--- config.mk ---
export PLATFORM = sky130hd
export DESIGN_NAME = linear_upsampler
export DESIGN_NICKNAME = d
export VERILOG_FILES = /design/src/rtl/dac_path_pkg.sv /design/src/rtl/interp_mac.sv /design/src/rtl/linear_upsampler.sv
export SDC_FILE = /design/constraint.sdc
export NUM_CORES = 1
export LEC_CHECK = 0
export BUFFER_PORTS_ARGS = -buffer_cell sky130_fd_sc_hd__buf_2
export CORE_MARGIN = 2
export CORE_UTILIZATION = 60
export CTS_CLUSTER_DIAMETER = 40
export DETAILED_ROUTE_END_ITERATION = 10
export HOLD_SLACK_MARGIN = 0.05
export PLACE_DENSITY = 0.76
export SLEW_MARGIN = 30
export SYNTH_ARGS = -nofsm -noshare
export SYNTH_HDL_FRONTEND = slang
export SYNTH_SLANG_ARGS = --single-unit
--- constraint.sdc ---
create_clock -name clk -period 14.6 [get_ports clk]
set_input_delay 2.19 -clock clk [delete_from_list [all_inputs] [get_ports clk]]
set_output_delay 2.19 -clock clk [all_outputs]
set_load 0.02 [all_outputs]
--- src/rtl/dac_path_pkg.sv ---
// dac_path_pkg: shared definitions for the DAC output path.
// Holds the upsampler state encoding, the offset-binary midscale helper
// and the legal range for the log2 upsample factor.
package dac_path_pkg;

  typedef enum logic [2:0] {
    IDLE,
    PRIME0,
    PRIME1,
    PRIME2,
    RUN
  } state_e;

  localparam int SAMPLE_RATE_MIN = 1;
  localparam int SAMPLE_RATE_MAX = 8;

  // Offset-binary zero: the code that sits in the middle of the range.
  function automatic int midscale(input int width);
    return 1 << (width - 1);
  endfunction

  function automatic bit sample_rate_legal(input int rate);
    return (rate >= SAMPLE_RATE_MIN) && (rate <= SAMPLE_RATE_MAX);
  endfunction

endpackage

--- src/rtl/interp_mac.sv ---
// interp_mac: two-stage multiply/shift/add producing one straight-line point
// y = x0 + ((x1 - x0) * k) / 2^SAMPLE_RATE.
// Build option: LINEAR_UPSAMPLER_ROUND_EN adds half an LSB before the shift
// (round-half-up); without it the arithmetic shift floors. Latency is the same.
module interp_mac
  import dac_path_pkg::*;
#(
  parameter int DATAWIDTH   = 14,
  parameter int SAMPLE_RATE = 4
) (
  input  logic                   clk,
  input  logic                   rst,
  input  logic [DATAWIDTH-1:0]   x0,
  input  logic [DATAWIDTH-1:0]   x1,
  input  logic [SAMPLE_RATE-1:0] k,
  output logic [DATAWIDTH-1:0]   y
);

  localparam int PW = DATAWIDTH + 1 + SAMPLE_RATE;
  localparam logic [DATAWIDTH-1:0] MID = DATAWIDTH'(midscale(DATAWIDTH));
`ifdef LINEAR_UPSAMPLER_ROUND_EN
  localparam logic signed [PW-1:0] HALF = PW'(1 << (SAMPLE_RATE - 1));
`endif

  logic signed [DATAWIDTH:0] diff;
  logic signed [PW-1:0]      diff_ext;
  logic signed [PW-1:0]      k_ext;
  logic signed [PW-1:0]      p_d, p_q;
  logic [DATAWIDTH-1:0]      x0_d, x0_q;
  logic signed [PW-1:0]      p_adj;
  logic signed [PW-1:0]      p_shift;
  logic signed [PW-1:0]      x0_ext;
  logic [DATAWIDTH-1:0]      y_d, y_q;

  // Stage 1 inputs: signed slope times phase, x0 carried alongside.
  always_comb begin
    diff     = $signed({1'b0, x1}) - $signed({1'b0, x0});
    diff_ext = PW'(diff);
    k_ext    = PW'($signed({1'b0, k}));
    p_d      = diff_ext * k_ext;
    x0_d     = x0;
  end

  // Stage 2 input: scale the product back down and add it onto x0; the
  // result always lies between the two endpoints so it never wraps.
  always_comb begin
`ifdef LINEAR_UPSAMPLER_ROUND_EN
    p_adj   = p_q + HALF;
`else
    p_adj   = p_q;
`endif
    p_shift = p_adj >>> SAMPLE_RATE;
    x0_ext  = PW'($signed({1'b0, x0_q}));
    y_d     = DATAWIDTH'(x0_ext + p_shift);
  end

  // Pipeline registers; reset parks the output at midscale.
  always_ff @(posedge clk or negedge rst) begin
    if (!rst) begin
      p_q  <= '0;
      x0_q <= MID;
      y_q  <= MID;
    end else begin
      p_q  <= p_d;
      x0_q <= x0_d;
      y_q  <= y_d;
    end
  end

  assign y = y_q;

endmodule

--- src/rtl/linear_upsampler.sv ---
// linear_upsampler: pops one offset-binary sample per 2^SAMPLE_RATE clocks
// from the sample FIFO and emits one interpolated point per clock.
// Build option: LINEAR_UPSAMPLER_ROUND_EN selects rounding in interp_mac.
module linear_upsampler
  import dac_path_pkg::*;
#(
  parameter int DATAWIDTH   = 14,
  parameter int SAMPLE_RATE = 4
) (
  input  logic                 clk,
  input  logic                 rst,
  input  logic                 ena,
  input  logic                 fifo_empty,
  input  logic [DATAWIDTH-1:0] dataIn,
  output logic                 rd_en,
  output logic [DATAWIDTH-1:0] inter_data,
  output logic                 data_valid,
  output logic                 underrun
);

  localparam logic [DATAWIDTH-1:0]   MID    = DATAWIDTH'(midscale(DATAWIDTH));
  localparam logic [SAMPLE_RATE-1:0] K_POP  = SAMPLE_RATE'((1 << SAMPLE_RATE) - 2);
  localparam logic [SAMPLE_RATE-1:0] K_LAST = SAMPLE_RATE'((1 << SAMPLE_RATE) - 1);

  if (!sample_rate_legal(SAMPLE_RATE)) begin : g_rate_check
    $error("linear_upsampler: SAMPLE_RATE must lie in 1..8");
  end

  state_e                 state_q, state_d;
  logic [SAMPLE_RATE-1:0] k_q, k_d;
  logic [DATAWIDTH-1:0]   x0_q, x0_d;
  logic [DATAWIDTH-1:0]   x1_q, x1_d;
  logic                   popped_q, popped_d;
  logic                   underrun_q, underrun_d;
  logic [1:0]             vld_q, vld_d;

  // Next-state logic: priming pops, then one pop per segment two phases
  // before the segment boundary so the data lands exactly at k = L-1.
  always_comb begin
    state_d    = state_q;
    k_d        = k_q;
    x0_d       = x0_q;
    x1_d       = x1_q;
    popped_d   = popped_q;
    underrun_d = underrun_q;
    rd_en      = 1'b0;
    vld_d      = {vld_q[0], state_q == RUN};
    case (state_q)
      IDLE: begin
        if (ena && !fifo_empty) state_d = PRIME0;
      end
      PRIME0: begin
        rd_en   = 1'b1;
        state_d = PRIME1;
      end
      PRIME1: begin
        x0_d     = dataIn;
        rd_en    = !fifo_empty;
        popped_d = !fifo_empty;
        state_d  = PRIME2;
      end
      PRIME2: begin
        x1_d    = popped_q ? dataIn : x0_q;
        k_d     = '0;
        state_d = RUN;
      end
      RUN: begin
        k_d = k_q + SAMPLE_RATE'(1);
        if (k_q == K_POP) begin
          rd_en    = !fifo_empty;
          popped_d = !fifo_empty;
          if (fifo_empty) underrun_d = 1'b1;
        end
        if (k_q == K_LAST) begin
          x0_d = x1_q;
          if (popped_q) x1_d = dataIn;
        end
      end
      default: state_d = IDLE;
    endcase
  end

  // Control and sample registers; reset returns to a quiet midscale output.
  always_ff @(posedge clk or negedge rst) begin
    if (!rst) begin
      state_q    <= IDLE;
      k_q        <= '0;
      x0_q       <= MID;
      x1_q       <= MID;
      popped_q   <= 1'b0;
      underrun_q <= 1'b0;
      vld_q      <= '0;
    end else begin
      state_q    <= state_d;
      k_q        <= k_d;
      x0_q       <= x0_d;
      x1_q       <= x1_d;
      popped_q   <= popped_d;
      underrun_q <= underrun_d;
      vld_q      <= vld_d;
    end
  end

  interp_mac #(
    .DATAWIDTH  (DATAWIDTH),
    .SAMPLE_RATE(SAMPLE_RATE)
  ) u_mac (
    .clk(clk),
    .rst(rst),
    .x0 (x0_q),
    .x1 (x1_q),
    .k  (k_q),
    .y  (inter_data)
  );

  assign data_valid = vld_q[1];
  assign underrun   = underrun_q;

endmodule
# Word-level counts from Yosys, hierarchy flattened
# Cells that the tools add are included.
# totals
reg_bits,85
in_bits,18
out_inout_bits,17
wordCells,48
# classes
add_sub_neg,3
mul,1
n_eq_ne,10
mux,13
bitwise_logic,1
reduce_logical,10
# ops
operator,n
2-to-1 mux 14 bit,4
one-hot mux 14 bit (2 select lines),2
multiplier 15 x 5 -> 18 bit,1
one-hot mux 3 bit (5 select lines),1
subtractor 14 x 14 -> 15 bit,1
adder 14 bit,1
equality test 4 bit (second input constant),2
one-hot mux 4 bit (2 select lines),1
equality test 3 x 2 -> 1 bit (second input constant),2
AND reduction 2 bit,3
AND reduction 3 bit,2
adder 4 x 1 -> 4 bit (second input constant),1
!= test 2 x 1 -> 1 bit (second input constant),2
!= test 2 bit (second input constant),2
nonzero test 2 bit,2
equality test 3 x 1 -> 1 bit (second input constant),1
equality test 3 bit (second input constant),1
logical NOT 3 bit,1
2-to-1 mux 3 bit,1
one-hot mux 1 bit (3 select lines),1
2-to-1 mux 1 bit,2
one-hot mux 1 bit (2 select lines),1
logical AND 1 bit,1
logical NOT 1 bit,1
inverter 1 bit,1

# Depth between registers and ports, before layout
# Gate-level depths: netlist (run 1).
# logic_depth
word_depth,4
mapped_depth,25

# Modules after synthesis
# Synthesis (run 1) repeated with hierarchy kept, for this count alone.
# hier_totals
hier_cells,637
area_unflattened_um2,6318.6
# modules_own_cells
module,n_inst,cells_each,area_each_um2,seq_area_each_um2
interp_mac,1,447,4131.5,1053.5
linear_upsampler,1,190,2187.1,978.4

# Worst setup path before layout (run 1)
# Ideal clock, no wire load.
# synth_timing
path_type,input to output
start,in fifo_empty
end,out rd_en
arrival_time_ns,2.891
required_time_ns,12.410
setup_slack_ns,9.519
stages,2
path_cell_list,or3_1 a21oi_1
# synth_via
elab_chain_cells,3
# synth_rtl
item,line,rtl
"start, declared",linear_upsampler.sv:13,"input logic fifo_empty,"
logical NOT 1 bit (*),"linear_upsampler.sv:58, linear_upsampler.sv:70",
2-to-1 mux 1 bit,linear_upsampler.sv:69,if (k_q == K_POP) begin
one-hot mux 1 bit (3 select lines) (*),linear_upsampler.sv:48,case (state_q)
"end, declared",linear_upsampler.sv:15,"output logic rd_en,"
# Mark *: on every way between the ends. The rest lies on a longest branch, timed or not.

# Worst setup path in the final report (run 1)
# layout_timing
start,reg x0_q[1]
end,reg u_mac.p_q[13] (netlist: u_mac.p_adj[13])
# layout_via
elab_chain_cells,2
# layout_rtl
item,line,rtl
"start, declared",linear_upsampler.sv:31,"logic [DATAWIDTH-1:0] x0_q, x0_d;"
"start signal, assigned",linear_upsampler.sv:88,x0_q <= MID;
"start signal, assigned",linear_upsampler.sv:96,x0_q <= x0_d;
subtractor 14 x 14 -> 15 bit,interp_mac.sv:37,"diff = $signed({1'b0, x1}) - $signed({1'b0, x0});"
multiplier 15 x 5 -> 18 bit,interp_mac.sv:40,p_d = diff_ext * k_ext;
named net u_mac.p_d[13],interp_mac.sv:28,"logic signed [PW-1:0] p_d, p_q;"
"end signal, assigned",interp_mac.sv:64,p_q <= p_d;
"end, declared",interp_mac.sv:28,
# The timed path passes the listed nets, and every way through them passes these cells.
# A chain may end at the register's enable or synchronous reset.

==> results of run 1 <==
[layer usage]
layer / vias up / part of all wire, %
li1: 2067 / -
met3: 20 / 2.6
met2: 68 / 46
met4: 0 / 2.2
met5: - / 0
met1: 2024 / 49
[path summary, 6_finish.rpt]
| kind | slack [ns] | end | from | cells after the start |
|---|---|---|---|---|
| min | 0.36 | vld_q[1] | vld_q[0] | 0 |
| max reg2reg | 9.31 | u_mac.p_adj[13] | x0_q[1] | 21 |
| max in group asynchronous | 12.25 | vld_q[0] | rst | 1 |
| min reg2reg | 0.36 | vld_q[1] | vld_q[0] | 0 |
| max | 9.31 | u_mac.p_adj[13] | x0_q[1] | 21 |
| min in group asynchronous | 1.86 | u_mac.y[0] | rst | 1 |
[registers in the layout, indices dropped and copies added (netlist names)]
register / count
u_mac.x0_q: 14
k_q: 4
u_mac.p_adj: 14
vld_q: 2
x1_q: 14
popped_q: 1
underrun: 1
x0_q: 14
u_mac.y: 14
state_q: 3
[power by group through the flow]
stage | logic (µW) | clock network [µW] | registers, µW
global route | 952 | 199 | 430
finish | 834 | 186 | 416
CTS | 836 | 190 | 414
global placement | 795 | 0 | 413
floorplan | 661 | 0 | 403
detailed placement | 830 | 0 | 418
[logic make-up (layout without fill, tap and decap cells)]
group | count (synthesis) | in the layout | synth area share [%]
buffers and inverters | 98 | 130 | 6.56
XOR/XNOR | 39 | 39 | 5.91
multiplexers | 29 | 29 | 4.91
adder cells (fa/ha/maj) | 89 | 89 | 22.5
AO/OA/AOI/OAI | 105 | 105 | 10.6
flip-flops | 81 | 81 | 34.4
AND/OR/NAND/NOR | 172 | 172 | 15.1
[placed cells by master, fill, tap and decap left out, drive strengths merged, types with 7 or more instances in the layout]
master  synthesis  routed
clkbuf         10      11
buf             8      34
mux2i          29      29
a21oi          41      41
o21ai          32      32
nor2           37      37
dfrtp          77      77
nor2b          12      12
and2           38      38
fa             29      29
inv            80      80
xor2           11      11
xnor2          28      28
nand2          46      46
nor3           12      12
ha             60      60
a21o            7       7
[metrics by stage]
stage                     total power, µW  cell area [µm²]
after detailed placement             1250             6170
after global routing                 1580             6410
after CTS                            1440             6400
final                                1440             6410
after global placement               1210             6170
after floorplan                      1060             5910
[cell type report]
type / count / area (µm²)
sequential: 81 / 2030
clock inverter: 5 / 77.6
inverter: 80 / 305
fill: 767 / 3280
timing repair buffer: 34 / 176
tap: 133 / 166
clock buffer: 11 / 151
multi-input combinational: 434 / 3500
==> results.md, run 1 <==
* Status: finished, final reports clean
* WHS at ~0.36 ns
* Synth-to-layout area growth at 8.40%
* Post-synth EDFFs at 0
* Worst Skew at approximately 0.01 ns
* Async SR Flop Fraction at between 90% and 100%
* Sequential power share at around 29%
* First drt pass iteration count at 4
* Final antenna diode count at 0
* Residual DRC at 0
* Slew margin rel. at a little over half
* DRT iter0 DRCs at 114
* GR Util met2 at 35.8%
* Fin crit period at between 5 and 6 ns
* Htree depth at 3
* Synth top area share at roughly 33%
* Die width at a little over 100 µm
* Final cell count without fillers at roughly 780
* Synth top area cells: dfrtp_1 (33%), ha_1 (13%), fa_1 (9.8%)
* YS warnings at 0
* Most frequent cells after synthesis: inv_1 (79), dfrtp_1 (77), ha_1 (60)
* Postcts setup bufs at 0
* Dpl cells at 762
* Worst min path class: reg -> reg
* Cell-internal power at slightly below 800 µW
* CP Capture Type: register
* Clk_lat worst skew at around 0.37 ns
* GP Congestion at 0.871
* Core area at slightly below 10000 µm²
* Synthesized Nets at 720
* Largest net degree at the start of global routing at 82
* Root Buffer: clkbuf_8
* Startpoint types: register
* GR peak layer: met2
* Antenna viol nets, final at 0
* Most common cell in the netlist: inv_1
* Main flop type after synthesis: dfrtp_1
* Boundary Pins at 35
* Synth unique cells at 49
* Wire length per cell at 13.8 µm
* Die Ht at approximately 100 µm
* Post-synth top area cell: dfrtp_1
* Clock tree buffer depth at 2
* Clock-pin slew on the worst setup and hold paths at roughly 0.080 ns
* Yosys reg bits at 81
* Switching Fraction at 45.3%
* Leak at about 0.0033 µW
* Clk sinks at approximately 80
* GR Util All Layers at roughly 22%
* Fin. Hold Viols at 0
* Avg Synthesized Cell Area at between 9 and 10 µm²
* Worst path cell trace: inv_1, ha_1, nor2b_1, o21ai_0, a21boi_0, o21ai_0, nor2b_1, xnor2_1, and2_1, ha_1, fa_1, inv_1, fa_1, inv_1, ha_1, a21o_1, nor3_1, a211oi_2, or3_1, a21oi_1, xnor2_1
* GR Layer Usage met1 at a little under a third
* Vias at ~4200
* Clk pwr share at 13.0%
* Fin util at ~66%
* Vias in the first global route at between 4000 and 5000
* Cell family with most CP delay: adder cells
* Sequential element share of the synthesized area at 34.4%
* Final Net Count at between 700 and 800
* Worst Path Max Fanout at 4
* Mapped Cells at 613
* Fin crit share at about 36%
* Final setup TNS at 0 ns
* Total die area at 10700 µm²
* CP Class: reg -> reg
* PortBufs at 34
* Initial core utilization at 61.0%
* DRT Wirelength at 10800 µm
* Slowest CP cell: fa_1
* Row Count at 36
* TritonCTS clock tree: built
* Half-perimeter wire length after placement at just over 8000 µm
* Maximum vdd drop at around 0.1 mV
* Pre-CTS setup slack at 9.38 ns
* Post-Syn Area at around 5900 µm²
* Share of post-route cells with drive strength above 1 at between 10% and 20%
* Max Fclk at 189 MHz
* Final WS setup at approximately 9.3 ns
* Max-cap viol count at 0
* GR Overflow Total at 0
* Required time worst endpoint at 14.89 ns
* Switch Pwr at about 650 µW
* Met3 Resource Use GR at ~3.2%
* PD cells at approximately 220 nW/µm²
* RSZ-0062 raised after global routing: false
* Final number of setup-violating endpoints at 0
* CTS Buf Count at 9
* Fin. max-slew vios at 0
* Critical path buffers and inverters at 3
* Via/cell ratio at about 5.4
* Initial antenna violation count at 0
* First-pass GRT wire length at ~18000 µm
* Worst Tran Pin Value at around 0.72 ns
* WP data arrival at 5.58 ns
* Comb pwr share at 58.1%
* CP max stage delay at about 0.54 ns
* Post-cts sizing count at 0
* CTS hold repair buffers at 0
Power figures use the tool's default switching activity.
==> inputs of run 2 (changes only) <==
Settings changed: CORE_UTILIZATION 60 to 56, PLACE_DENSITY 0.76 to 0.74.
Clock period 14.6 ns to 4.4 ns, I/O delays scaled along.
==> run 2 against run 1 <==
Effect of this change: the run now ends with negative setup slack left; die area grew 6.9%; non-clock buffer count rose by 72; first-iteration DRC count increased by 13%; clock power increased to 3.1 times the previous value; highest routed layer unchanged.
==> results.md, run 2 (same netlist as run 1, synthesis figures left out) <==
* Initial antenna violation count at 0
* Fin crit period at ~4.8 ns
* Final WS setup at -0.383 ns
* Final Net Count at 819
* CTS Buf Count at 9
* Via/cell ratio at 5.24
* Initial core utilization at 57.5%
* First drt pass iteration count at 4
* Worst Path Max Fanout at 3
* CTS hold repair buffers at 0
* Most common cell after layout, fill and taps aside: dfrtp_1
* Fin. max-slew vios at 0
* Startpoint types: register
* GR Layer Usage met1 at 29.7%
* Total power at 6010 µW
* GP Congestion at 0.829
* Total die area at 11400 µm²
* Largest net degree at the start of global routing at 49
* Synth-to-layout area growth at 24.2%
* Vias in the first global route at ~4600
* WP data arrival at between 5 and 6 ns
* Commonest non-fill, non-tap cells in the layout: dfrtp_1 (77), buf_4 (72), inv_1 (69)
* Core area at around 10000 µm²
* First-pass GRT wire length at 20300 µm
* Share of post-route cells with drive strength above 1 at between 20% and 30%
* Die Ht at 107 µm
* PortBufs at 34
* Required time worst endpoint at 4.66 ns
* Leak at between 0.003 and 0.004 µW
* Clock-pin slew on the worst setup and hold paths at 0.09 ns
* TritonCTS clock tree: built
* Root Buffer: clkbuf_8
* Failing checks: negative setup slack
* Worst min path class: in -> async
* Clock tree buffer depth at 2
* GR Util met2 at 37.6%
* Final number of setup-violating endpoints at 9
* Htree depth at 3
* RSZ-0062 raised after global routing: true
* Final non-filler cell area at ~7300 µm²
* DP Area at a little under 7000 µm²
* Vias at between 4000 and 5000
* Clk sinks at slightly above 80
* GR peak layer: met2
* Status: complete, but fails checks
* Slew margin rel. at approximately 53%
* Final antenna diode count at 0
* Half-perimeter wire length after placement at roughly 9000 µm
* Residual DRC at 0
* Row Count at 37
* Max-cap viol count at 0
* PD cells at around 800 nW/µm²
* Fin crit share at 109%
* Boundary Pins at 35
* Die width at approximately 110 µm
* Maximum vdd drop at roughly 0.38 mV
* Max Fclk at about 210 MHz
* DRT iter0 DRCs at about 130
* CP Class: reg -> reg
* GR Overflow Total at 0
* Worst Tran Pin Value at between 0.6 and 0.7 ns
* DRT Wirelength at ~12000 µm
* Fin. Hold Viols at 0
* Antenna viol nets, final at 0
* Worst Skew at 0.0138 ns
* Met3 Resource Use GR at 2.92%
* GR Util All Layers at 22.2%
* CP Capture Type: register
* Wire length per cell at between 10 and 15 µm
* Clk_lat worst skew at around 0.35 ns
## run 2: repair_timing
action                     in CTS  in global routing
pin swaps                      36                 41
resized for setup               6                 41
setup buffers                   5                  6
setup endpoints to repair       9                 11
## run 2: layer usage
| metal | vias to the layer above | part of all wire (%) |
|---|---|---|
| met2 | 74 | 50 |
| li1 | 2210 | - |
| met1 | 2166 | 46 |
| met4 | 0 | 1.6 |
| met3 | 22 | 2.6 |
| met5 | - | 0 |
## run 2: cell type report
type                    instances  area (µm²)
repair buffers                106         726
inverters                      80         305
flip-flops and latches         81        2030
clock inverters                 6        82.6
fillers                       740        2940
well taps                     136         170
clock buffers                  10         128
multi-input cells             434        3890
## run 2: power breakdown
part           switching (µW)  internal (µW)
sequential                229           1090
clock                     267            317
combinational            2070           2030
total                    2570           3440
## run 2: final timing paths
| check | slack (ns) | start | cells after the start | endpoint |
|---|---|---|---|---|
| max | -0.38 | x1_q[0] | 24 | u_mac.p_adj[13] |
| min reg2reg | 0.37 | vld_q[0] | 0 | vld_q[1] |
| max in group asynchronous | 3.49 | rst | 2 | x1_q[8] |
| min | 0.32 | rst | 1 | u_mac.y[1] |
| max reg2reg | -0.38 | x1_q[0] | 24 | u_mac.p_adj[13] |
| min in group clk | 0.37 | vld_q[0] | 0 | vld_q[1] |
## run 2: worst max-delay path: stages (launching register included)
cell      delay, ns
dfrtp_1        0.38
inv_1          0.06
ha_2           0.18
inv_2          0.04
fa_2           0.37
a21oi_2        0.14
buf_4          0.12
nor2b_2        0.04
nor2_2         0.15
xnor2_2        0.14
and2_4         0.18
ha_4           0.19
fa_1           0.48
inv_1          0.05
fa_1           0.49
inv_2          0.05
ha_4           0.23
o21a_1         0.19
o21a_1         0.18
nor2_2         0.14
a211oi_2       0.08
buf_4          0.15
or3_4          0.38
a21oi_2        0.15
xnor2_1        0.13
## run 2: stage by stage
step	utilization, %	setup WS (ns)	TNS (ns)	cells	hold slack (ns)
finish	71.4	-0.383	-2.53	853	0.318
global route	71.4	-0.624	-4.33	853	0.362
CTS	68.8	-0.341	-1.66	847	0.324
detailed placement	66.0	-0.354	-1.75	826	0.350
global placement	65.8	-0.179	-0.766	825	0.335
floorplan	-	-0.0634	-0.0634	613	0.331
==> inputs of run 3 (changes only) <==
Settings changed: CORE_UTILIZATION 56 to 40, PLACE_DENSITY 0.74 to 0.55.
==> run 3 against run 2 <==
Effect of this change: largest power group unchanged; worst setup slack improved by 0.13 ns; highest routed layer unchanged; power is essentially flat; die area is 38% higher; critical path type unchanged; routed wire length fell by 4.9%; the flow still finishes with violations (negative setup slack).
==> results.md, run 3 (same netlist as run 1, synthesis figures left out) <==
* Clk sinks at slightly above 80
* Met1 wire length at 5850 µm
* Required time worst endpoint at between 4 and 5 ns
* Clock tree buffer depth at 2
* Top cell by count, worst path: ha_4
* Share of post-route cells with drive strength above 1 at between 20% and 30%
* CP Capture Type: register
* Row Count at 44
* Max Used Layer: met4
* Total die area at approximately 16000 µm²
* Wire length per cell at around 13 µm
* Max-cap viol count at 0
* Final WS setup at -0.253 ns
* WL met3 at 288 µm
* Fin. Hold Viols at 0
* Switch Pwr at 2540 µW
* Final cell count without fillers at roughly 900
* Multi-input combinational cell area at between 3000 and 4000 µm²
* Residual DRC at 0
* GR Overflow Total at 0
* Final Net Count at 815
* Synth-to-layout area growth at 26.0%
* Die Ht at around 130 µm
* TritonCTS clock tree: built
* Comb pwr share at 66.5%
* PortBufs at 34
* Cell family with most CP delay: adder cells
* CP max stage delay at just over 0.5 ns
* Final setup TNS at -1.08 ns
* Pre-CTS setup slack at -0.351 ns
* Worst Skew at roughly 0.0069 ns
* Slowest CP cell: fa_1
* Sequential power share at a little over a fifth
* First-pass GRT wire length at a little under 20000 µm
* Worst Path Max Fanout at 3
* DRT Wirelength at roughly 12000 µm
* GR Util All Layers at between 15 and 20%
* CP Class: reg -> reg
* Core area at 14500 µm²
* Die width at 126 µm
* Vias at about 4300
* Clk_lat worst skew at between 0.3 and 0.4 ns
* RSZ-0062 raised after global routing: true
* Worst hold stages at 0
* Dpl cells at slightly below 900
* PD cells at 807 nW/µm²
* Startpoint types: register
* Crit path launch: x0_q[1]
* Largest net degree at the start of global routing at 82
* Half-perimeter wire length after placement at ~8800 µm
* WHS at about 0.36 ns
* Vias in the first global route at around 4300
* DR WL met2 at ~5200 µm
* Max Fclk at approximately 210 MHz
* Clk pwr share at a little under an eighth
* Fin crit share at 106%
* CTS hold repair buffers at 0
* Reg-to-Reg Start: x0_q[1]
* Commonest non-fill, non-tap cells in the layout: dfrtp_1 (77), buf_4 (68), inv_1 (66)
* Fillcell total at 1320
* Critical path depth at 22
* Fin util at just over 50%
* Failing checks: negative setup slack
* Critical path buffers and inverters at 4
* Reg area at between 2000 and 2500 µm²
* First drt pass iteration count at 4
* Maximum vdd drop at 0.284 mV
* Clock-pin slew on the worst setup and hold paths at 0.07 ns
* Initial core utilization at 40.8%
* Worst path cell trace: inv_2, ha_4, nor2b_4, o21ai_2, a21boi_2, o21ai_2, nor2b_4, xnor2_2, and2_4, ha_4, fa_1, inv_1, fa_1, inv_2, ha_4, a21o_1, nor3_2, a211oi_2, buf_4, or3_4, a21oi_4, xnor2_1
* DRT iter0 DRCs at ~120
* Via/cell ratio at about 4.8
* GP Congestion at between 0.7 and 0.8
* Root Buffer: clkbuf_16
* Boundary Pins at 35
* Most common cell after layout, fill and taps aside: dfrtp_1
* Antenna viol nets, final at 0
* Hold_sp: vld_q[0]
* Fin crit period at around 4.7 ns
* Status: complete, but fails checks
* WP data arrival at a little under 5 ns
* Htree depth at 3
* Fin. max-slew vios at 0
* Final number of setup-violating endpoints at 6
* Initial antenna violation count at 0
* Slew margin rel. at 51.1%
* Cell-internal power at between 3000 and 4000 µW
* Final antenna diode count at 0
* Worst min path class: reg -> reg
* Leak at 0.00363 µW
* Worst Tran Pin Value at about 0.73 ns
* R2r worst-path depth at 22
* CTS Buf Count at 9
* Switching Fraction at 42.2%
==> run 3: worst paths after layout <==
| check | endpoint | slack [ns] |
|---|---|---|
| max in group asynchronous | x1_q[10] | 3.54 |
| hold reg to reg | vld_q[1] | 0.36 |
| hold / removal | vld_q[1] | 0.36 |
| setup / recovery | u_mac.p_adj[13] | -0.25 |
| min in group asynchronous | u_mac.y[9] | 0.37 |
| setup reg to reg | u_mac.p_adj[13] | -0.25 |
==> run 3: area by class of cell <==
cell class / instances / area share (%)
timing repair buffer: 102 / 9.23
clock buffer: 9 / 3.02
clock inverter: 7 / 0.739
inverter: 80 / 4.10
tap: 184 / 3.09
sequential: 81 / 27.3
multi-input combinational: 434 / 52.5
==> run 3: what timing repair did <==
item                                    in CTS  in global routing
endpoints found under the setup margin       8                 11
pin swaps                                   32                 27
gates resized for setup                      9                 44
gates cloned                                 0                  0
buffers inserted                             6                  3
==> run 3: worst reg2reg max path, delay by kind of cell (launching register included) <==
kind,cells,cell delay (ns)
compound gates,6,0.88
buf+inv,4,0.32
flops,1,0.39
fa+ha+maj,5,1.60
simple gates,5,1.10
xor+xnor,2,0.27
==> run 3: stage by stage <==
step,cell area (µm²),total power [µW]
after floorplan,6050,3720
after CTS,7220,5840
after detailed placement,6830,4990
final,7450,6010
after global placement,6820,4910
after global routing,7450,6580
==> run 3: power groups by stage <==
stage	logic [µW]	registers [µW]	clock network [µW]
floorplan	2390	1340	0
global placement	3590	1320	0
detailed placement	3660	1330	0
CTS	3800	1320	722
global route	4470	1360	747
finish	3990	1320	697
==> run 3: metal layers <==
| metal | vias to the layer above | track usage (%) |
|---|---|---|
| li1 | 2208 | - |
| met1 | 2054 | 21.6 |
| met2 | 47 | 24.0 |
| met3 | 10 | 2.40 |
| met4 | 0 | 5.82 |
| met5 | - | 0 |
